<file path="config.mk">
export PLATFORM = sky130hd
export DESIGN_NAME = ps2_scan_rx
export DESIGN_NICKNAME = d
export VERILOG_FILES = /design/src/rtl/ps2_scan_rx.sv
export SDC_FILE = /design/constraint.sdc
export NUM_CORES = 1
export LEC_CHECK = 0
export ABC_AREA = 1
export CAP_MARGIN = 10
export CORE_UTILIZATION = 50
export DETAILED_ROUTE_END_ITERATION = 6
export DONT_BUFFER_PORTS = 1
export PLACE_DENSITY_LB_ADDON = 0.2
export RECOVER_POWER = 25
export SETUP_SLACK_MARGIN = 0.3
export SLEW_MARGIN = 5
export SYNTH_ARGS = -nofsm -noshare
export SYNTH_HDL_FRONTEND = slang
export SYNTH_SLANG_ARGS = --single-unit
</file>
<file path="constraint.sdc">
create_clock -name clk -period 3.08 [get_ports clk]
set_clock_uncertainty 0.1 [all_clocks]
set_input_delay 0.154 -clock clk [delete_from_list [all_inputs] [get_ports clk]]
set_output_delay 0.154 -clock clk [all_outputs]
set_load 0.05 [all_outputs]
</file>
<file path="src/rtl/ps2_scan_rx.sv">
// PS/2 device-to-host receiver: oversampled frame assembly feeding an 8-deep scan-code FIFO.
// Define PS2_TIMEOUT_EN to abandon partial frames after TIMEOUT_CYCLES idle clocks.
module ps2_scan_rx #(
  parameter int FIFO_AW        = 3,
  parameter int TIMEOUT_CYCLES = 20000
) (
  input  logic       clk,
  input  logic       clrn,
  input  logic       ps2_clk,
  input  logic       ps2_data,
  input  logic       rdn,
  output logic [7:0] data,
  output logic       ready,
  output logic       overflow,
  output logic       frame_err
);

  localparam int DEPTH = 1 << FIFO_AW;

  typedef enum logic [1:0] {IDLE, SHIFT, CHECK} state_t;

  // Data is only ever sampled from stage 1, so its third stage would be dead logic.
  logic [2:0] clkSync_q;
  logic [1:0] dataSync_q;
  logic       fallEdge;
  logic       sampleBit;

  always_ff @(posedge clk) begin
    if (!clrn) begin
      clkSync_q  <= 3'b111;
      dataSync_q <= 2'b11;
    end else begin
      clkSync_q  <= {clkSync_q[1:0], ps2_clk};
      dataSync_q <= {dataSync_q[0], ps2_data};
    end
  end

  assign fallEdge  = (clkSync_q[2:1] == 2'b10);
  assign sampleBit = dataSync_q[1];

  state_t     state_q, state_d;
  logic [3:0] cnt_q, cnt_d;
  logic [7:0] shift_q, shift_d;
  logic       parity_q, parity_d;
  logic       stop_q, stop_d;
  logic       push;
  logic       frameErr;
  logic       timeout;

`ifdef PS2_TIMEOUT_EN
  localparam int TW = $clog2(TIMEOUT_CYCLES + 1);
  logic [TW-1:0] idle_q, idle_d;

  assign timeout = (state_q == SHIFT) && (idle_q == TW'(TIMEOUT_CYCLES));

  always_comb begin
    idle_d = '0;
    if (state_q == SHIFT && !fallEdge && !timeout) idle_d = idle_q + TW'(1);
  end

  always_ff @(posedge clk) begin
    if (!clrn) idle_q <= '0;
    else       idle_q <= idle_d;
  end
`else
  assign timeout = 1'b0;
`endif

  always_ff @(posedge clk) begin
    if (!clrn) begin
      state_q  <= IDLE;
      cnt_q    <= '0;
      shift_q  <= '0;
      parity_q <= 1'b0;
      stop_q   <= 1'b0;
    end else begin
      state_q  <= state_d;
      cnt_q    <= cnt_d;
      shift_q  <= shift_d;
      parity_q <= parity_d;
      stop_q   <= stop_d;
    end
  end

  // Data bits arrive LSB first, so each new bit enters at the MSB and slides down.
  always_comb begin
    state_d  = state_q;
    cnt_d    = cnt_q;
    shift_d  = shift_q;
    parity_d = parity_q;
    stop_d   = stop_q;
    push     = 1'b0;
    frameErr = 1'b0;
    case (state_q)
      IDLE: begin
        if (fallEdge && !sampleBit) begin
          state_d = SHIFT;
          cnt_d   = 4'd1;
        end
      end
      SHIFT: begin
        if (timeout) begin
          state_d  = IDLE;
          cnt_d    = '0;
          frameErr = 1'b1;
        end else if (fallEdge) begin
          if (cnt_q <= 4'd8) begin
            shift_d = {sampleBit, shift_q[7:1]};
          end else if (cnt_q == 4'd9) begin
            parity_d = sampleBit;
          end else begin
            stop_d  = sampleBit;
            state_d = CHECK;
          end
          cnt_d = cnt_q + 4'd1;
        end
      end
      CHECK: begin
        push     = (^{shift_q, parity_q}) & stop_q;
        frameErr = ~push;
        state_d  = IDLE;
        cnt_d    = '0;
      end
      default: begin
        state_d = IDLE;
        cnt_d   = '0;
      end
    endcase
  end

  logic [7:0]         mem_q [DEPTH];
  logic [FIFO_AW-1:0] wrPtr_q, wrPtr_d;
  logic [FIFO_AW-1:0] rdPtr_q, rdPtr_d;
  logic [FIFO_AW:0]   count_q, count_d;
  logic               overflow_q, overflow_d;
  logic               pop;
  logic               full;
  logic               pushOk;

  assign pop    = ready & ~rdn;
  assign full   = (count_q == (FIFO_AW + 1)'(DEPTH));
  assign pushOk = push & (~full | pop);

  // A pop frees the slot in the same cycle, so a full FIFO can still accept a push.
  always_comb begin
    wrPtr_d    = wrPtr_q;
    rdPtr_d    = rdPtr_q;
    overflow_d = overflow_q;
    count_d    = count_q + (FIFO_AW + 1)'(pushOk) - (FIFO_AW + 1)'(pop);
    if (pushOk) wrPtr_d = wrPtr_q + FIFO_AW'(1);
    if (pop)    rdPtr_d = rdPtr_q + FIFO_AW'(1);
    if (push && full && !pop) overflow_d = 1'b1;
    else if (pop)             overflow_d = 1'b0;
  end

  always_ff @(posedge clk) begin
    if (!clrn) begin
      for (int i = 0; i < DEPTH; i++) mem_q[i] <= '0;
      wrPtr_q    <= '0;
      rdPtr_q    <= '0;
      count_q    <= '0;
      overflow_q <= 1'b0;
    end else begin
      if (pushOk) mem_q[wrPtr_q] <= shift_q;
      wrPtr_q    <= wrPtr_d;
      rdPtr_q    <= rdPtr_d;
      count_q    <= count_d;
      overflow_q <= overflow_d;
    end
  end

  assign data      = mem_q[rdPtr_q];
  assign ready     = (count_q != '0);
  assign overflow  = overflow_q;
  assign frame_err = frameErr;

endmodule

</file>
Word-level counts from Yosys, hierarchy flattened:

Memories as Yosys holds them, arrays and structs flattened. A register that Yosys moved wholly into a read port is not among the register bits.
Cells that the tools add are included.

* flip-flop bits (word level): 32
* memory bits (writable): 64
* input port bits: 5
* output and inout port bits: 11
* memories: 1
* word-level logic and storage cells: 72

* order comparisons: 1
* add/subtract/negate cells: 5
* equality and inequality tests: 9
* bitwise operators: 9
* multiplexer cells: 21
* reductions and logical operators: 15

Memories
* mem_q: depth 8, bits a word 8, rd ports 1, clocked after memory_dff 1, wr ports 8, line 131 `logic [7:0] mem_q [DEPTH];`

Operators with widths (number)
* AND reduction 4 bit: 3
* two-way mux 1 bit: 9
* two-way mux 3 bit: 3
* XOR reduction 9 bit: 1
* == test 4 bit (second input constant): 2
* two-way mux 2 bit: 4
* two-way mux 4 bit: 2
* two-way mux 8 bit: 1
* inequality test 2 bit (second input constant): 4
* one-hot mux 4 bit (2 select lines): 1
* OR reduction 8 bit: 1
* adder 3 x 1 -> 3 bit (second input constant): 2
* NOT 1 bit: 5
* adder 4 x 1 -> 4 bit: 1
* adder 4 x 1 -> 4 bit (second input constant): 1
* == test 2 bit (second input constant): 2
* less-or-equal comparator 4 bit (second input constant): 1
* one-hot mux 2 bit (2 select lines): 1
* nonzero test 4 bit: 1
* subtractor 4 x 1 -> 4 bit: 1
* AND 1 bit: 3
* logical AND 1 bit: 3
* AND reduction 3 bit: 1
* == test 2 x 1 -> 1 bit (second input constant): 1
* other kinds (5): 6

Longest topological paths before layout:

Gate-level depths: netlist of the first run.

* depth in word-level cells: 9
* depth in mapped cells: 20
* gate-level depth less buffers: 19

Least setup slack after synthesis of the first run:

Ideal clock, no wire load.

* kind: register to register
* from: register count_q[2]
* to: register count_q[2]
* library setup time: 125 ps
* cell stages (with the launch flop): 15
* path slack: 730 ps
* buffers on the path: 0
* data arrival time: 2125 ps
* clock period less this slack: 2350 ps
* data required time: 2855 ps
* path through: dfxtp_1 -> inv_1 -> ha_1 -> a21oi_2 -> inv_1 -> nand3_1 -> inv_1 -> nor2_4 -> nand2_1 -> nand2_1 -> ha_1 -> inv_1 -> fa_1 -> xor2_1 -> nor2_1

* longest elaborated chain between the ends: 6
* elaborated cells on any way between the ends: 8
* classes of those cells: 2 x add/sub; 1 x eq/ne; 4 x bitwise; 1 x reduce/logical

RTL lines
* start, declared: line 134 `logic [FIFO_AW:0] count_q, count_d;`
* start signal, assigned: line 167 `count_q <= count_d;`
* nonzero test 4 bit / == test 4 bit (equally long branches): line 173, 141
* AND 1 bit / NOT 1 bit (equally long branches): line 140, 142
* bitwise OR 1 bit: line 142 `assign pushOk = push & (~full | pop);`
* AND 1 bit: line 142
* adder 4 x 1 -> 4 bit: line 149 `count_d = count_q + (FIFO_AW + 1)'(pushOk) - (FIFO_AW + 1)'(pop);`
* subtractor 4 x 1 -> 4 bit *: line 149

Every way passes the cells marked *; elsewhere a longest branch is shown, timed or not.
A chain may end at the register's enable or synchronous reset.

==> results of run 1 <==
through the flow:
step	cell area (sq um)	setup slack, ns	hold WS, ns	instances	util
3_3_place_gp	4700	0.569	0.129	595	0.536
5_1_grt	4940	0.134	0.109	615	0.564
4_1_cts	4950	0.486	0.0854	615	0.565
3_5_place_dp	4700	0.495	0.131	595	0.536
2_1_floorplan	4550	0.730	0.161	490	-
6_report	4940	0.495	0.0949	615	0.564
power groups by stage:
stage,Combinational (mW),Sequential (mW),Clock [mW]
6_report,0.986,1.54,0.887
2_1_floorplan,0.724,1.56,0
3_5_place_dp,0.970,1.57,0
3_3_place_gp,0.952,1.57,0
5_1_grt,1.09,1.55,0.943
4_1_cts,0.980,1.54,0.894
sequential cells by signal (all words and copies together) (netlist names), 3 cells and up, named ones only:
| name | count |
|---|---|
| mem_q | 64 |
| shift_q | 8 |
| cnt_q | 4 |
| count_q | 4 |
| clkSync_q | 3 |
| rdPtr_q | 3 |
| wrPtr_q | 3 |
routing by layer:
| metal | routed length, um | GRT usage | up-vias | share of wire |
|---|---|---|---|---|
| met5 | 0 | 0 | - | 0 |
| met4 | 171 | 0.0973 | 0 | 0.018 |
| met3 | 374 | 0.0367 | 15 | 0.040 |
| met2 | 4690 | 0.368 | 63 | 0.50 |
| met1 | 4050 | 0.251 | 1556 | 0.44 |
| li1 | - | - | 1650 | - |
timing repair:
| item | 4_1_cts | 5_1_grt |
|---|---|---|
| hold endpoints to repair | 26 | 0 |
| setup buffers | 0 | 0 |
| hold buffers | 4 | 0 |
| endpoints found under the setup margin | 0 | 3 |
| gates resized for setup | 0 | 2 |
final timing paths:
check,from,to,slack (ns),cells past startpoint
max,shift_q[6],mem_q[6][3],0.49,13
min,clrn,mem_q[2][2],0.09,2
max reg2reg,shift_q[6],mem_q[6][3],0.49,13
min reg2reg,dataSync_q[0],dataSync_q[1],0.32,1
final cells by class:
| class | count | share of cell area |
|---|---|---|
| clock buffer | 10 | 0.0258 |
| clock inverter | 6 | 0.0162 |
| inverter | 42 | 0.0319 |
| multi-input combinational | 330 | 0.335 |
| sequential | 99 | 0.531 |
| tap | 108 | 0.0274 |
| timing repair buffer | 20 | 0.0324 |
Yosys cell counts (3+ instances only):
master	n
a21oi_1	19
a31oi_1	8
buf_6	5
clkbuf_1	14
clkinv_1	3
dfxtp_1	35
edfxtp_1	64
ha_1	10
inv_1	38
nand2_1	49
nand2_2	5
nand2_4	4
nand3_1	8
nand4_1	3
nor2_1	139
nor2_2	3
nor2_4	3
nor3_1	3
o21ai_0	48
o22ai_1	8
or2_2	4
xor2_1	4
cells by family (layout without fill, tap and decap cells):
kind of cell / after synthesis / after routing / synth area share
adders and majority gates: 11 / 11 / 0.0319
AOI/OAI and AO/OA: 89 / 89 / 0.107
DFF: 99 / 99 / 0.576
buffers and inverters: 61 / 78 / 0.0585
xor gates and xnor gates: 4 / 4 / 0.00769
and+or+nand+nor: 226 / 226 / 0.219
==> impl_metrics.tcl, run 1 <==
set metrics [dict create \
    antenna_cells 0 \
    post_drt_wl_per_cell_um 15.1 \
    slew-limit-headroom 0.535 \
    cts.path.max_buffers 2 \
    finalPower_mw 3.41 \
    p_comb_frac 0.289 \
    end_kind "register" \
    tns_ns 0 \
    first_global_vias 3268 \
    cp.required_ns 3.01 \
    slew_violations 0 \
    grt_max_degree 33 \
    num_vias 3284 \
    slowest_delay_ns 0.39 \
    grt_pass1_wl_um 15600 \
    ant_nets 0 \
    syn-cell-area_sq_mm 0.00455 \
    syn_inst 490 \
    drt_iter0_markers 132 \
    crit_fanout 11 \
    grt_overflow_total 0 \
    arrival_ns 2.51 \
    finish.net_count 518 \
    io_pins 16 \
    ys.flop_type "edfxtp_1" \
    root_buffer "clkbuf_8" \
    sw_frac_of_total 0.342 \
    yosysTopAreaCell "edfxtp_1" \
    antenna_found_initial 0 \
    multi_input_area_sq_mm 0.00166 \
    power_switching_mw 1.17 \
    cts_tree "yes" \
    dr.pass1.iters 5 \
    seqPwrFrac 0.451 \
    syn_nets 506 \
    synth_area_leaders "edfxtp_1 42%, dfxtp_1 15%, nor2_1 11%, o21ai_0 5.3%, nand2_1 4.0%" \
    dp_hpwl_um 6310 \
    cts_sinks 99 \
    hold_viol 0 \
    synth-edff-count 64 \
    clk_latency_ns 0.36 \
    routed_wl_um 9280 \
    grt_usage 0.210 \
    final_common_cell "nor2_1" \
    yosysWarnings 0 \
    fp.dieW_um 97.4 \
    final_cell_mix "139 x nor2_1, 64 x edfxtp_1, 51 x nand2_1, 48 x o21ai_0, 38 x inv_1" \
    portBuffers 0 \
    gp_congestion 0.785 \
    cp_top_family "simple AND/OR/NAND/NOR gates" \
    fin_crit_sh 0.839 \
    setup_viol 0 \
    cp_slowest_cell "nand2_1" \
    ir_drop_mv 0.398 \
    tightestPinTransition_ns 0.696 \
    hold_path_class "in -> reg" \
    rsz0062_at_grt "yes" \
    die_h_um 97.4 \
    path_class "reg -> reg" \
    cp_cell_sequence "inv_1, nand2_1, nand2_1, nand2_2, nand2_1, nand2_2, nand3_1, nand3_2, nor2_4, nand2_4, nor2_8, nand2_1, nand2_1" \
    status "complete, no violations" \
    syn_avg_cell_area_sq_um 9.29 \
    leakage_nw 1.81 \
    maxCapViolations 0 \
    ys_seq_elements 99 \
    ys_seq_area_frac 0.576 \
    internal_power_mw 2.25 \
    htree_num_levels 3 \
    start_util 0.520 \
    cts_buffers 9 \
    power_density_mw_per_mm2 691 \
    synth_top_area_share 0.422 \
    clock.fmax_ghz 0.387 \
    coreArea_sq_mm 0.00876 \
    layout-drive-gt1-share 0.105 \
    drc_errors 0 \
    register_area_sq_mm 0.00262 \
    via_per_inst 5.34 \
    ys_types 33 \
    rows 34 \
    clk_pin_slew_worst_paths_ns 0.09 \
    fin_crit_ns 2.59 \
    path_buf_inv 1 \
    start_kind "register" \
    p_clk_frac 0.260 \
    dieArea_sq_mm 0.00949 \
    synthToLayoutAreaGrowth_pct 8.49 \
    num-fill-cells 799 \
    synthArstFlopShare 0 \
    crit_path_frequent_cell "nand2_1" \
]
(Power assumes the default switching activity.)
==> run 2: changes to the inputs <==
--- a/config.mk
+++ b/config.mk
@@ -5,7 +5,7 @@
 export SDC_FILE = /design/constraint.sdc
 export NUM_CORES = 1
 export LEC_CHECK = 0
-export ABC_AREA = 1
+export ABC_AREA = 0
 export CAP_MARGIN = 10
 export CORE_UTILIZATION = 50
 export DETAILED_ROUTE_END_ITERATION = 6
==> constraint.sdc (replaced) <==
create_clock -name clk -period 2.49 [get_ports clk]
set_clock_uncertainty 0.1 [all_clocks]
set_input_delay 0.1245 -clock clk [delete_from_list [all_inputs] [get_ports clk]]
set_output_delay 0.1245 -clock clk [all_outputs]
set_load 0.05 [all_outputs]
==> impl_metrics.tcl, run 2 <==
set metrics [dict create \
    post_drt_wl_per_cell_um 18.2 \
    path_buf_inv 1 \
    via_per_inst 5.45 \
    grt_pass1_wl_um 14400 \
    rows 34 \
    start_util 0.525 \
    root_buffer "clkbuf_8" \
    dp_hpwl_um 5700 \
    cts_buffers 9 \
    arrival_ns 2.63 \
    setup_viol 0 \
    synth_area_leaders "edfxtp_1 41%, dfxtp_1 15%, and2_1 9.4%, mux4_2 7.7%, ha_1 2.7%" \
    drt_iter0_markers 132 \
    whs_ns 0.297 \
    finish.net_count 397 \
    syn_nets 368 \
    r2r_setup_slack_ns 0.02 \
    clk_pin_slew_worst_paths_ns 0.09 \
    dieArea_sq_mm 0.00973 \
    fin_crit_sh 0.993 \
    yosysTopAreaCell "edfxtp_1" \
    hold_path_class "in -> reg" \
    hold_viol 0 \
    layout-drive-gt1-share 0.280 \
    drc_errors 0 \
    crit_fanout 3 \
    ir_drop_mv 0.598 \
    synth-edff-count 64 \
    ys_seq_area_frac 0.561 \
    maxCapViolations 0 \
    yosys.cell_count.top_type "and2_1" \
    routed_wl_um 8990 \
    ant_nets 0 \
    reg_top3 "mem_q (64), shift_q (8)" \
    end_kind "register" \
    yosys-top-cells-count "70 x and2_1, 64 x edfxtp_1, 35 x dfxtp_1" \
    place_area_sq_mm 0.00495 \
    placedCellCount 464 \
    cp_slowest_cell "xnor3_2" \
    largest_reg_flops 64 \
    register_area_sq_mm 0.00263 \
    final_common_cell "and2_1" \
    syn_avg_cell_area_sq_um 13.3 \
    gp_congestion 0.887 \
    yosysWarnings 0 \
    path_class "reg -> reg" \
    min_from "rdn" \
    tns_ns 0 \
    reg2reg_from "shift_q[5]" \
    die_h_um 98.7 \
    clk_latency_ns 0.36 \
    synth_top_area_share 0.411 \
    cts_sinks 99 \
    synthToLayoutAreaGrowth_pct 16.8 \
    rsz0062_at_grt "yes" \
    ys_types 43 \
    slowest_delay_ns 0.49 \
    grt_usage 0.201 \
    cts_tree "yes" \
    status "complete, no violations" \
    coreArea_sq_mm 0.00889 \
    first_global_vias 2796 \
    syn-cell-area_sq_mm 0.00467 \
    clock.fmax_ghz 0.405 \
    start_kind "register" \
    hold_path_depth 5 \
    slew-limit-headroom 0.624 \
    cts.path.max_buffers 2 \
    cp.required_ns 2.65 \
    htree_num_levels 3 \
    grt_overflow_total 0 \
    final_area_sq_mm 0.00545 \
    ys_seq_elements 99 \
    antenna_found_initial 0 \
    leakage_nw 1.94 \
    finalCoreUtilization 0.613 \
    min_to "wrPtr_q[2]" \
    final_cells 494 \
    num_vias 2693 \
    power_density_mw_per_mm2 720 \
    synthArstFlopShare 0 \
    grt_max_degree 39 \
    dr.pass1.iters 4 \
    io_pins 16 \
    cp_top_family "XOR/XNOR gates" \
    fin_crit_ns 2.47 \
    cp_cell_sequence "xnor2_2, xnor3_2, xnor2_4, o21ai_2, o31ai_2, ha_2, inv_2, fa_2, xnor2_1, and2_1" \
    ff2ff_path_depth 10 \
    ys.flop_type "edfxtp_1" \
    portBuffers 0 \
    num-fill-cells 700 \
    syn_inst 352 \
    worstReg2RegEnd "count_q[2]" \
    antenna_cells 0 \
    tightestPinTransition_ns 0.564 \
    largest-register "mem_q" \
    final_cell_mix "67 x and2_1, 64 x edfxtp_1, 32 x dfxtp_1, 18 x buf_4, 16 x mux4_2" \
    slew_violations 0 \
    multi_input_area_sq_mm 0.00206 \
    fp.dieW_um 98.7 \
]
-- run 2: worst max-delay path by stage --
stage               depth (start not counted)  startpoint         end
global route                               10  shift_q[5]  count_q[2]
global placement                            9  shift_q[5]  count_q[2]
finish                                     10  shift_q[5]  count_q[2]
detailed placement                          9  shift_q[5]  count_q[2]
CTS                                        10  shift_q[4]  count_q[2]
floorplan                                  10  shift_q[5]  count_q[2]
-- run 2: cell type report --
class                           count  area share
Inverter                           14     0.00964
Sequential cell                    99       0.482
Tap cell                          108      0.0248
Multi-Input combinational cell    217       0.378
Clock buffer                        9      0.0227
Timing Repair Buffer               40      0.0727
Clock inverter                      7      0.0108
-- run 2: per-layer routing --
metal	part of all wire	routed length (um)	track usage
met1	0.42	3770	0.254
met2	0.53	4790	0.352
met3	0.034	303	0.0383
met4	0.015	133	0.0643
met5	0	0	0
-- run 2: tightest hold or removal path, stage by stage --
cell      delay, ns
nor2_1         0.05
o21ai_2        0.24
buf_4          0.14
or4_4          0.11
a21boi_2       0.04
-- run 2: metrics by stage --
stage / setup slack, ns / power (mW)
3_5_place_dp: -0.0237 / 2.93
4_1_cts: 0.0153 / 3.94
3_3_place_gp: 0.0595 / 2.91
6_report: 0.0179 / 3.93
5_1_grt: -0.0964 / 4.11
2_1_floorplan: -0.0723 / 2.77
-- run 2: repair_timing --
action / 4_1_cts / 5_1_grt
pin swaps: 16 / 7
resized for setup: 22 / 20
buffers inserted: 3 / 3
endpoints found under the hold margin: 99 / 0
hold buffers: 8 / 0
setup endpoints to repair: 109 / 137
-- run 2: cells by family after synthesis --
logic type | share of synthesized area
buf+inv | 0.0303
fa+ha+maj | 0.0311
flops | 0.561
compound gates | 0.0332
mux | 0.122
simple gates | 0.188
xor+xnor | 0.0338
-- run 2: power by group --
part,internal [mW],leakage (nW),switching (mW)
logic,0.448,0.926,0.603
clock network,0.382,0.0942,0.592
registers,1.84,0.917,0.0559
==> run 3: changes to the inputs <==
--- a/config.mk
+++ b/config.mk
@@ -12,7 +12,8 @@
 export DONT_BUFFER_PORTS = 1
 export PLACE_DENSITY_LB_ADDON = 0.2
 export RECOVER_POWER = 25
-export SETUP_SLACK_MARGIN = 0.3
+export REMOVE_ABC_BUFFERS = 1
+export SETUP_SLACK_MARGIN = 0.15
 export SLEW_MARGIN = 5
 export SYNTH_ARGS = -nofsm -noshare
 export SYNTH_HDL_FRONTEND = slang
==> impl_metrics.tcl, run 3 (synthesis gave the netlist of run 2 again) <==
set metrics [dict create \
    status "complete, no violations" \
    start_kind "register" \
    power_density_mw_per_mm2 732 \
    leakage_nw 1.95 \
    p_clk_frac 0.253 \
    slew_violations 0 \
    clk_pin_slew_worst_paths_ns 0.10 \
    cp_cell_sequence "xor2_1, xnor3_2, xnor2_4, o21ai_2, buf_4, ha_1, a21o_1, a21oi_2, xor2_1, and2_1" \
    layout-drive-gt1-share 0.248 \
    worstReg2RegEnd "count_q[3]" \
    slew-limit-headroom 0.387 \
    final_common_cell "and2_1" \
    slowest_delay_ns 0.50 \
    cts_sinks 99 \
    hold_viol 0 \
    drt_iter0_markers 78 \
    via_per_inst 5.35 \
    finalPower_mw 3.94 \
    grt_pass1_wl_um 13800 \
    cp_top_family "XOR/XNOR gates" \
    dp_hpwl_um 5710 \
    largest_reg_flops 64 \
    first_global_vias 2705 \
    portBuffers 0 \
    p_comb_frac 0.266 \
    largest-register "mem_q" \
    maxCapViolations 0 \
    cp.required_ns 2.69 \
    end_kind "register" \
    clock.fmax_ghz 0.409 \
    seqPwrFrac 0.481 \
    fp.dieW_um 98.7 \
    grt_max_degree 31 \
    ant_nets 0 \
    multi_input_area_sq_mm 0.00194 \
    num_vias 2670 \
    dr.pass1.iters 4 \
    r2r_setup_slack_ns 0.05 \
    rsz0062_at_grt "yes" \
    die_h_um 98.7 \
    path_class "reg -> reg" \
    fin_crit_ns 2.44 \
    cp_slowest_cell "xnor3_2" \
    reg_top3 "mem_q (64), shift_q (8)" \
    num-fill-cells 714 \
    drc_errors 0 \
    final_cell_mix "69 x and2_1, 64 x edfxtp_1, 32 x dfxtp_1, 27 x buf_4, 16 x mux4_2" \
    fin_crit_sh 0.982 \
    ff2ff_path_depth 10 \
    gp_congestion 0.762 \
    post_drt_wl_per_cell_um 17.4 \
    arrival_ns 2.65 \
    register_area_sq_mm 0.00263 \
    io_pins 16 \
    clk_latency_ns 0.36 \
    cts.path.max_buffers 2 \
    crit_path_frequent_cell "xor2_1" \
    crit_cells 10 \
    antenna_found_initial 0 \
    grt_overflow_total 0 \
    ir_drop_mv 0.436 \
    htree_num_levels 3 \
    grt_usage 0.193 \
    sw_frac_of_total 0.314 \
    crit_path_end "count_q[3]" \
    synthToLayoutAreaGrowth_pct 15.3 \
    cts_tree "yes" \
    crit_fanout 3 \
    start_util 0.525 \
    antenna_cells 0 \
    startpoint "shift_q[4]" \
    setup_viol 0 \
    rows 34 \
    dieArea_sq_mm 0.00973 \
    reg2reg_from "shift_q[4]" \
    hold_path_class "in -> reg" \
    root_buffer "clkbuf_8" \
    finish.net_count 402 \
    routed_wl_um 8670 \
    path_buf_inv 1 \
    tns_ns 0 \
    coreArea_sq_mm 0.00889 \
    internal_power_mw 2.70 \
    tightestPinTransition_ns 0.916 \
    power_switching_mw 1.24 \
    cts_buffers 9 \
]
run 3: cell count changes in the layout (fill, tap and decap cells not counted), sizes merged:
cell,delta
clkinv,-1
clkbuf,+3
buf,+3
run 3: timing repair:
action | CTS | global route
hold buffers | 5 | 2
gates resized for setup | 11 | 7
endpoints found under the setup margin | 21 | 68
hold endpoints to repair | 35 | 27
setup buffers | 1 | 0
pin swaps | 6 | 2
run 3: worst min-delay path by stage:
stage | from | end | slack, ns | depth (start not counted)
finish | clrn | mem_q[3][5] | 0.02 | 2
CTS | clrn | mem_q[5][5] | 0.002 | 2
detailed placement | clrn | clkSync_q[0] | 0.11 | 1
global placement | clrn | clkSync_q[1] | 0.11 | 1
global route | clrn | mem_q[3][5] | 0.002 | 2
floorplan | clrn | clkSync_q[2] | 0.1 | 1
run 3: per-stage QoR:
stage | worst slack (ns) | hold slack, ns | util | cells | area [sq um]
6_report | 0.0453 | 0.0170 | 0.606 | 499 | 5380
2_1_floorplan | -0.327 | 0.0975 | - | 330 | 4580
4_1_cts | 0.0269 | 0.00232 | 0.603 | 497 | 5360
3_3_place_gp | -0.0494 | 0.106 | 0.572 | 475 | 5080
5_1_grt | -0.139 | 0.00227 | 0.606 | 499 | 5380
3_5_place_dp | -0.102 | 0.108 | 0.572 | 475 | 5080
run 3: final cells by class:
class	instances	share of cell area
clock buffers	10	0.0256
clock inverters	6	0.00976
inverters	14	0.00976
multi-input cells	217	0.361
flip-flops and latches	99	0.488
well taps	108	0.0251
repair buffers	45	0.0809
run 3: per-layer routing:
metal / global-route usage / vias up / part of all wire / routed length, um
met5: 0 / - / 0 / 0
met1: 0.232 / 1304 / 0.43 / 3760
met4: 0.0781 / 0 / 0.018 / 157
met3: 0.0369 / 12 / 0.034 / 296
li1: - / 1313 / - / -
met2: 0.343 / 41 / 0.51 / 4460
run 3: power by group through the flow:
stage | Combinational (mW) | Clock, mW | Sequential, mW
floorplan | 0.737 | 0 | 1.99
global placement | 0.994 | 0 | 1.93
detailed placement | 1.02 | 0 | 1.94
CTS | 1.06 | 1.03 | 1.90
global route | 1.14 | 1.09 | 1.90
finish | 1.05 | 0.998 | 1.90
